File: config.mk
export PLATFORM = sky130hd
export DESIGN_NAME = fnd_scan_decoder
export DESIGN_NICKNAME = d
export VERILOG_FILES = /design/src/rtl/fnd_scan_decoder.sv
export SDC_FILE = /design/constraint.sdc
export NUM_CORES = 1
export LEC_CHECK = 0
export CORE_MARGIN = 1.5
export CORE_UTILIZATION = 30
export DETAILED_ROUTE_END_ITERATION = 12
export PLACE_DENSITY = 0.5
export SLEW_MARGIN = 5
export SYNTH_ARGS = -nofsm -noshare
export SYNTH_HDL_FRONTEND = slang
export SYNTH_SLANG_ARGS = --single-unit
File: constraint.sdc
create_clock -name i_clk -period 3.5 [get_ports i_clk]
set_clock_uncertainty 0.05 [all_clocks]
set_input_delay 0.875 -clock i_clk [delete_from_list [all_inputs] [get_ports i_clk]]
set_output_delay 0.875 -clock i_clk [all_outputs]
set_load 0.05 [all_outputs]
File: src/rtl/fnd_scan_decoder.sv
// rtl/fnd_scan_decoder.sv - decodes a scanned 4-digit 7-segment display bus back into a BCD frame
//
// Observes the multiplexed digit-select / segment lines of a common-anode
// 7-segment display and rebuilds the displayed 4-digit value.
//
// Ports:
//   i_clk          sole clock, rising edge
//   i_reset        asynchronous active-high reset
//   i_digit[3:0]   digit select, active-low one-hot (bit n = digit n)
//   i_fndFont[7:0] segments, active-low (bit0=a .. bit6=g, bit7=dp)
//   o_value[15:0]  BCD frame, digit n in [4n+3:4n]
//   o_dp[3:0]      decimal point lit per digit
//   o_blank[3:0]   digit showed no segments
//   o_frameValid   one-cycle pulse when o_value/o_dp/o_blank update
//   o_fontErr      one-cycle pulse when an undecodable pattern is captured
//   o_stale        no frame completed within TIMEOUT_CYCLES

module fnd_scan_decoder #(
  parameter int STABLE_CYCLES  = 4,
  parameter int TIMEOUT_CYCLES = 100000
) (
  input  logic        i_clk,
  input  logic        i_reset,
  input  logic [3:0]  i_digit,
  input  logic [7:0]  i_fndFont,
  output logic [15:0] o_value,
  output logic [3:0]  o_dp,
  output logic [3:0]  o_blank,
  output logic        o_frameValid,
  output logic        o_fontErr,
  output logic        o_stale
);

  localparam logic [3:0]  STABLE_MAX  = 4'(STABLE_CYCLES);
  localparam logic [19:0] TIMEOUT_MAX = 20'(TIMEOUT_CYCLES);

  // input stage and the sample before it
  logic [3:0]  digit_q, prev_digit_q;
  logic [7:0]  font_q, prev_font_q;

  // stability tracking
  logic [3:0]  stab_q, stab_d;
  logic        sample_valid;
  logic        sample_same;
  logic        capture;
  logic [1:0]  digit_idx;

  // segment decode
  logic [6:0]  seg_on;
  logic [3:0]  dec_value;
  logic        dec_ok;
  logic        dec_blank;

  // per-digit shadows and capture mask
  logic [15:0] value_sh_q, value_sh_d;
  logic [3:0]  dp_sh_q, dp_sh_d;
  logic [3:0]  blank_sh_q, blank_sh_d;
  logic [3:0]  mask_q, mask_d;
  logic        frame_fire;
  logic        font_err_d;

  // output registers
  logic [15:0] value_q;
  logic [3:0]  dp_q;
  logic [3:0]  blank_q;
  logic        frame_valid_q;
  logic        font_err_q;

  // idle / timeout counter
  logic [19:0] idle_q, idle_d;

  always_comb begin
    sample_valid = 1'b0;
    digit_idx    = 2'd0;
    case (digit_q)
      4'b1110: begin sample_valid = 1'b1; digit_idx = 2'd0; end
      4'b1101: begin sample_valid = 1'b1; digit_idx = 2'd1; end
      4'b1011: begin sample_valid = 1'b1; digit_idx = 2'd2; end
      4'b0111: begin sample_valid = 1'b1; digit_idx = 2'd3; end
      default: begin sample_valid = 1'b0; digit_idx = 2'd0; end
    endcase

    sample_same = (digit_q == prev_digit_q) && (font_q == prev_font_q);

    if (!sample_valid) begin
      stab_d = 4'd0;
    end else if (!sample_same) begin
      stab_d = 4'd1;
    end else if (stab_q != STABLE_MAX) begin
      stab_d = stab_q + 4'd1;
    end else begin
      stab_d = stab_q;
    end

    // Fires only on the step from STABLE-1 to STABLE, so a saturated run
    // never re-captures.
    capture = sample_valid && sample_same && (stab_q == STABLE_MAX - 4'd1);
  end

  always_comb begin
    seg_on    = ~font_q[6:0];
    dec_value = 4'd0;
    dec_ok    = 1'b1;
    dec_blank = 1'b0;
    case (seg_on)
      7'h3F:   dec_value = 4'd0;
      7'h06:   dec_value = 4'd1;
      7'h5B:   dec_value = 4'd2;
      7'h4F:   dec_value = 4'd3;
      7'h66:   dec_value = 4'd4;
      7'h6D:   dec_value = 4'd5;
      7'h7D:   dec_value = 4'd6;
      7'h07:   dec_value = 4'd7;
      7'h7F:   dec_value = 4'd8;
      7'h6F:   dec_value = 4'd9;
      7'h00:   dec_blank = 1'b1;
      default: dec_ok    = 1'b0;
    endcase
  end

  always_comb begin
    frame_fire = (mask_q == 4'hF);
    value_sh_d = value_sh_q;
    dp_sh_d    = dp_sh_q;
    blank_sh_d = blank_sh_q;
    mask_d     = frame_fire ? 4'h0 : mask_q;

    if (capture && dec_ok) begin
      value_sh_d[{digit_idx, 2'b00} +: 4] = dec_value;
      dp_sh_d[digit_idx]                  = ~font_q[7];
      blank_sh_d[digit_idx]               = dec_blank;
      mask_d[digit_idx]                   = 1'b1;
    end

    font_err_d = capture && !dec_ok;

    // Cleared on the edge that raises o_frameValid, so the counter (and
    // o_stale) is already zero during the pulse; a frame beats a timeout.
    if (frame_fire) begin
      idle_d = 20'd0;
    end else if (idle_q != TIMEOUT_MAX) begin
      idle_d = idle_q + 20'd1;
    end else begin
      idle_d = idle_q;
    end
  end

  always_ff @(posedge i_clk or posedge i_reset) begin
    if (i_reset) begin
      digit_q       <= 4'hF;
      font_q        <= 8'hFF;
      prev_digit_q  <= 4'hF;
      prev_font_q   <= 8'hFF;
      stab_q        <= 4'd0;
      value_sh_q    <= 16'h0000;
      dp_sh_q       <= 4'h0;
      blank_sh_q    <= 4'h0;
      mask_q        <= 4'h0;
      value_q       <= 16'h0000;
      dp_q          <= 4'h0;
      blank_q       <= 4'hF;
      frame_valid_q <= 1'b0;
      font_err_q    <= 1'b0;
      idle_q        <= 20'd0;
    end else begin
      digit_q       <= i_digit;
      font_q        <= i_fndFont;
      prev_digit_q  <= digit_q;
      prev_font_q   <= font_q;
      stab_q        <= stab_d;
      value_sh_q    <= value_sh_d;
      dp_sh_q       <= dp_sh_d;
      blank_sh_q    <= blank_sh_d;
      mask_q        <= mask_d;
      frame_valid_q <= frame_fire;
      font_err_q    <= font_err_d;
      idle_q        <= idle_d;
      if (frame_fire) begin
        value_q <= value_sh_q;
        dp_q    <= dp_sh_q;
        blank_q <= blank_sh_q;
      end
    end
  end

  assign o_value      = value_q;
  assign o_dp         = dp_q;
  assign o_blank      = blank_q;
  assign o_frameValid = frame_valid_q;
  assign o_fontErr    = font_err_q;
  assign o_stale      = (idle_q == TIMEOUT_MAX);

endmodule

==> run summary <==
status -> finished, final reports clean
Area growth syn-to-layout -> 19.4%
design area -> 0.00554 mm²
Synthesized Nets -> 448
Finished Layout Cells -> 654
period utilization -> 0.851
arrival time at the worst endpoint -> 2.05 ns
Setup violations, final -> 0
Chip Width -> 127 µm
mean cell area of the mapped netlist -> 11.0 µm²
Slowest-stage cell, CP -> nor4b_2
Comb power frac -> 0.045
RR Endpoint -> value_sh_q[15]
initial DRC count -> 158
CORE AREA -> 0.0151 mm²
largest net degree at the start of global routing -> 42
max cap viols -> 0
Clock Power Share -> 0.422
# clock sinks -> 102
Reg2Reg Launch Point -> font_q[3]
diode count -> 0
layout cells sized above 1 -> 0.174
Routed WL -> 9040 µm
cell-internal power -> 1.76 mW
Power Total -> 2.30 mW
fillcell total -> 1523
RSZ-0062 raised after global routing -> false
TritonCTS clock tree -> yes
Seq cells post-synth -> 102
total grt overflow -> 0
Synth Instances -> 423
Worst Path Max Fanout -> 5
reg-to-reg slack, setup -> 0.76 ns
router iterations before antenna repair -> 4
Placed Cells -> 638
io pins -> 41
register area share after synthesis -> 0.558
Post-synth ARST share -> 1.00
R2R depth -> 6
CP required -> 2.57 ns
clock buffer depth -> 2
Post-CTS Setup Inserts -> 0
Seq pwr share -> 0.534
Placer Congestion -> 0.767
Routed Antenna Nets -> 0
endpoint type of the worst setup path -> output pin
Yosys cell types -> 44
DP Wirelength -> 6220 µm
I/O Buffers -> 40
DIE AREA -> 0.0162 mm²
H-Tree Depth -> 3
Period minus WS final -> 2.98 ns
number of global-route vias before repair -> 3120
NetSw -> 0.541 mW
max-slew violations -> 0
setup TNS -> 0 ns
Register Area -> 0.00259 mm²
Cell Area, Synth -> 0.00464 mm²
CP Launch Type -> flop
crit-path cells -> nor4b_1 > nand4_1 > nor4b_2 > buf_4
Critical Path Source -> idle_q[4]
fmax -> 336 MHz
antenna violations before repair -> 0
routed len/inst -> 13.8 µm
area occupied by multi-input gates -> 0.00189 mm²
critical path's largest stage delay -> 0.45 ns
clk_lat worst skew -> 0.35 ns
Post-DP Area -> 0.00526 mm²
Total Routing Usage GR -> 0.123
Slew HR -> 0.246
sw frac -> 0.235
Root Driver -> clkbuf_16
endpoints failing hold -> 0
crit path capture -> o_stale
Post-synth EDFFs -> 0
Hold Startpoint -> digit_q[0]
pwr/cell area -> 415 mW/mm²
Via density -> 4.65
CP Class -> reg -> out
Main synth FF type -> dfrtp_1
TritonCTS Buffers -> 9
Post-layout nets -> 486
WHS -> 0.353 ns
first-pass GRT wire length -> 15700 µm
row count -> 45
vias post-DR -> 3038
Max VDD drop -> 0.000230 V
Lkg Pwr -> 2.41 nW
Worst-path clk slew -> 0.07 ns
hold buffers post-CTS -> 0
post-route DRC violation count -> 0
worst hold path cell count -> 0
CTS resizes -> 0
Ys Warns -> 0
Worst Max-Slew Pin Slew -> 1.12 ns
type of the most critical hold path -> reg -> reg
Initial Utilization -> 0.306
chip height -> 127 µm
-- worst min-delay path by stage --
stage          slack (ns)         endpoint
6_report             0.35  prev_digit_q[0]
5_1_grt              0.36  prev_digit_q[0]
4_1_cts              0.36  prev_digit_q[0]
3_5_place_dp         0.35  prev_digit_q[0]
2_1_floorplan        0.30   prev_font_q[6]
3_3_place_gp         0.34  prev_digit_q[3]
-- Yosys cell counts, types with 5 or more instances --
library cell   n  share of area
nor4_1        12          0.016
inv_1         23          0.019
nor3_1         5         0.0054
xor2_1        18          0.034
xnor2_1       14          0.026
nand4_1        7         0.0094
or3_1          6         0.0081
dfstp_2       28           0.16
nor2_1        31          0.025
a21o_1         5         0.0081
a21oi_1        8         0.0086
mux2_2        20          0.049
and4_1         5         0.0094
nand3_1       13          0.014
mux2i_1        6          0.013
clkbuf_1       9         0.0073
dfrtp_1       74           0.40
ha_1          11          0.030
nand2_1       76          0.061
o21ai_0        9         0.0097
-- layout make-up --
cell class / count / area share
repair buffers: 44 / 0.0818
inverters: 23 / 0.0163
well taps: 188 / 0.0425
multi-input cells: 281 / 0.341
flip-flops and latches: 102 / 0.467
clock buffers: 11 / 0.0438
clock inverters: 5 / 0.00723
-- state kept, by name, indices dropped and copies added (netlist names), 8 cells and up --
register / count
value_sh_q: 16
prev_font_q: 8
o_value: 16
font_q: 8
idle_q: 20
-- worst max-delay path: cells and delay by family, from the launching register on --
kind | cells | cell delay [ns]
buffers and inverters | 1 | 0.29
and+or+nand+nor | 3 | 0.98
DFF | 1 | 0.43
-- cell usage in the layout (no fill, tap or decap), types with 8 or more instances in the layout --
cell type         n
a21oi_1           8
clkdlybuf4s50_1  39
nand2_1          76
xnor2_1          14
nor2_1           31
dfstp_2          28
nand3_1          13
clkbuf_16         9
ha_1             11
o21ai_0           9
xor2_1           18
nor4_1           12
dfrtp_1          74
inv_1            21
mux2_2           20
-- per-layer routing --
layer  global-route usage  wire length (µm)
met5                    0                 0
met3               0.0369               334
met4               0.0481               108
met2                0.185              4020
met1                0.168              4580
-- cells by family after synthesis --
kind of cell,share of synthesized area
XOR/XNOR,0.0604
buffers and inverters,0.0361
adder cells (fa/ha/maj),0.0297
flip-flops,0.558
AO/OA/AOI/OAI,0.0739
AND/OR/NAND/NOR,0.181
multiplexers,0.0615
-- power groups by stage --
| stage | logic, mW | registers, mW | clock network [mW] |
|---|---|---|---|
| 4_1_cts | 0.106 | 1.23 | 1.01 |
| 2_1_floorplan | 0.0778 | 1.24 | 0 |
| 6_report | 0.103 | 1.23 | 0.970 |
| 5_1_grt | 0.118 | 1.23 | 1.06 |
| 3_3_place_gp | 0.104 | 1.25 | 0 |
| 3_5_place_dp | 0.106 | 1.25 | 0 |
-- metrics by stage --
stage | utilization | worst slack [ns]
finish | 0.366 | 0.521
global route | 0.366 | 0.353
CTS | 0.366 | 0.469
detailed placement | 0.347 | 0.737
global placement | 0.347 | 0.870
floorplan | - | 0.661
No activity file was read; power rests on OpenSTA's default activity.
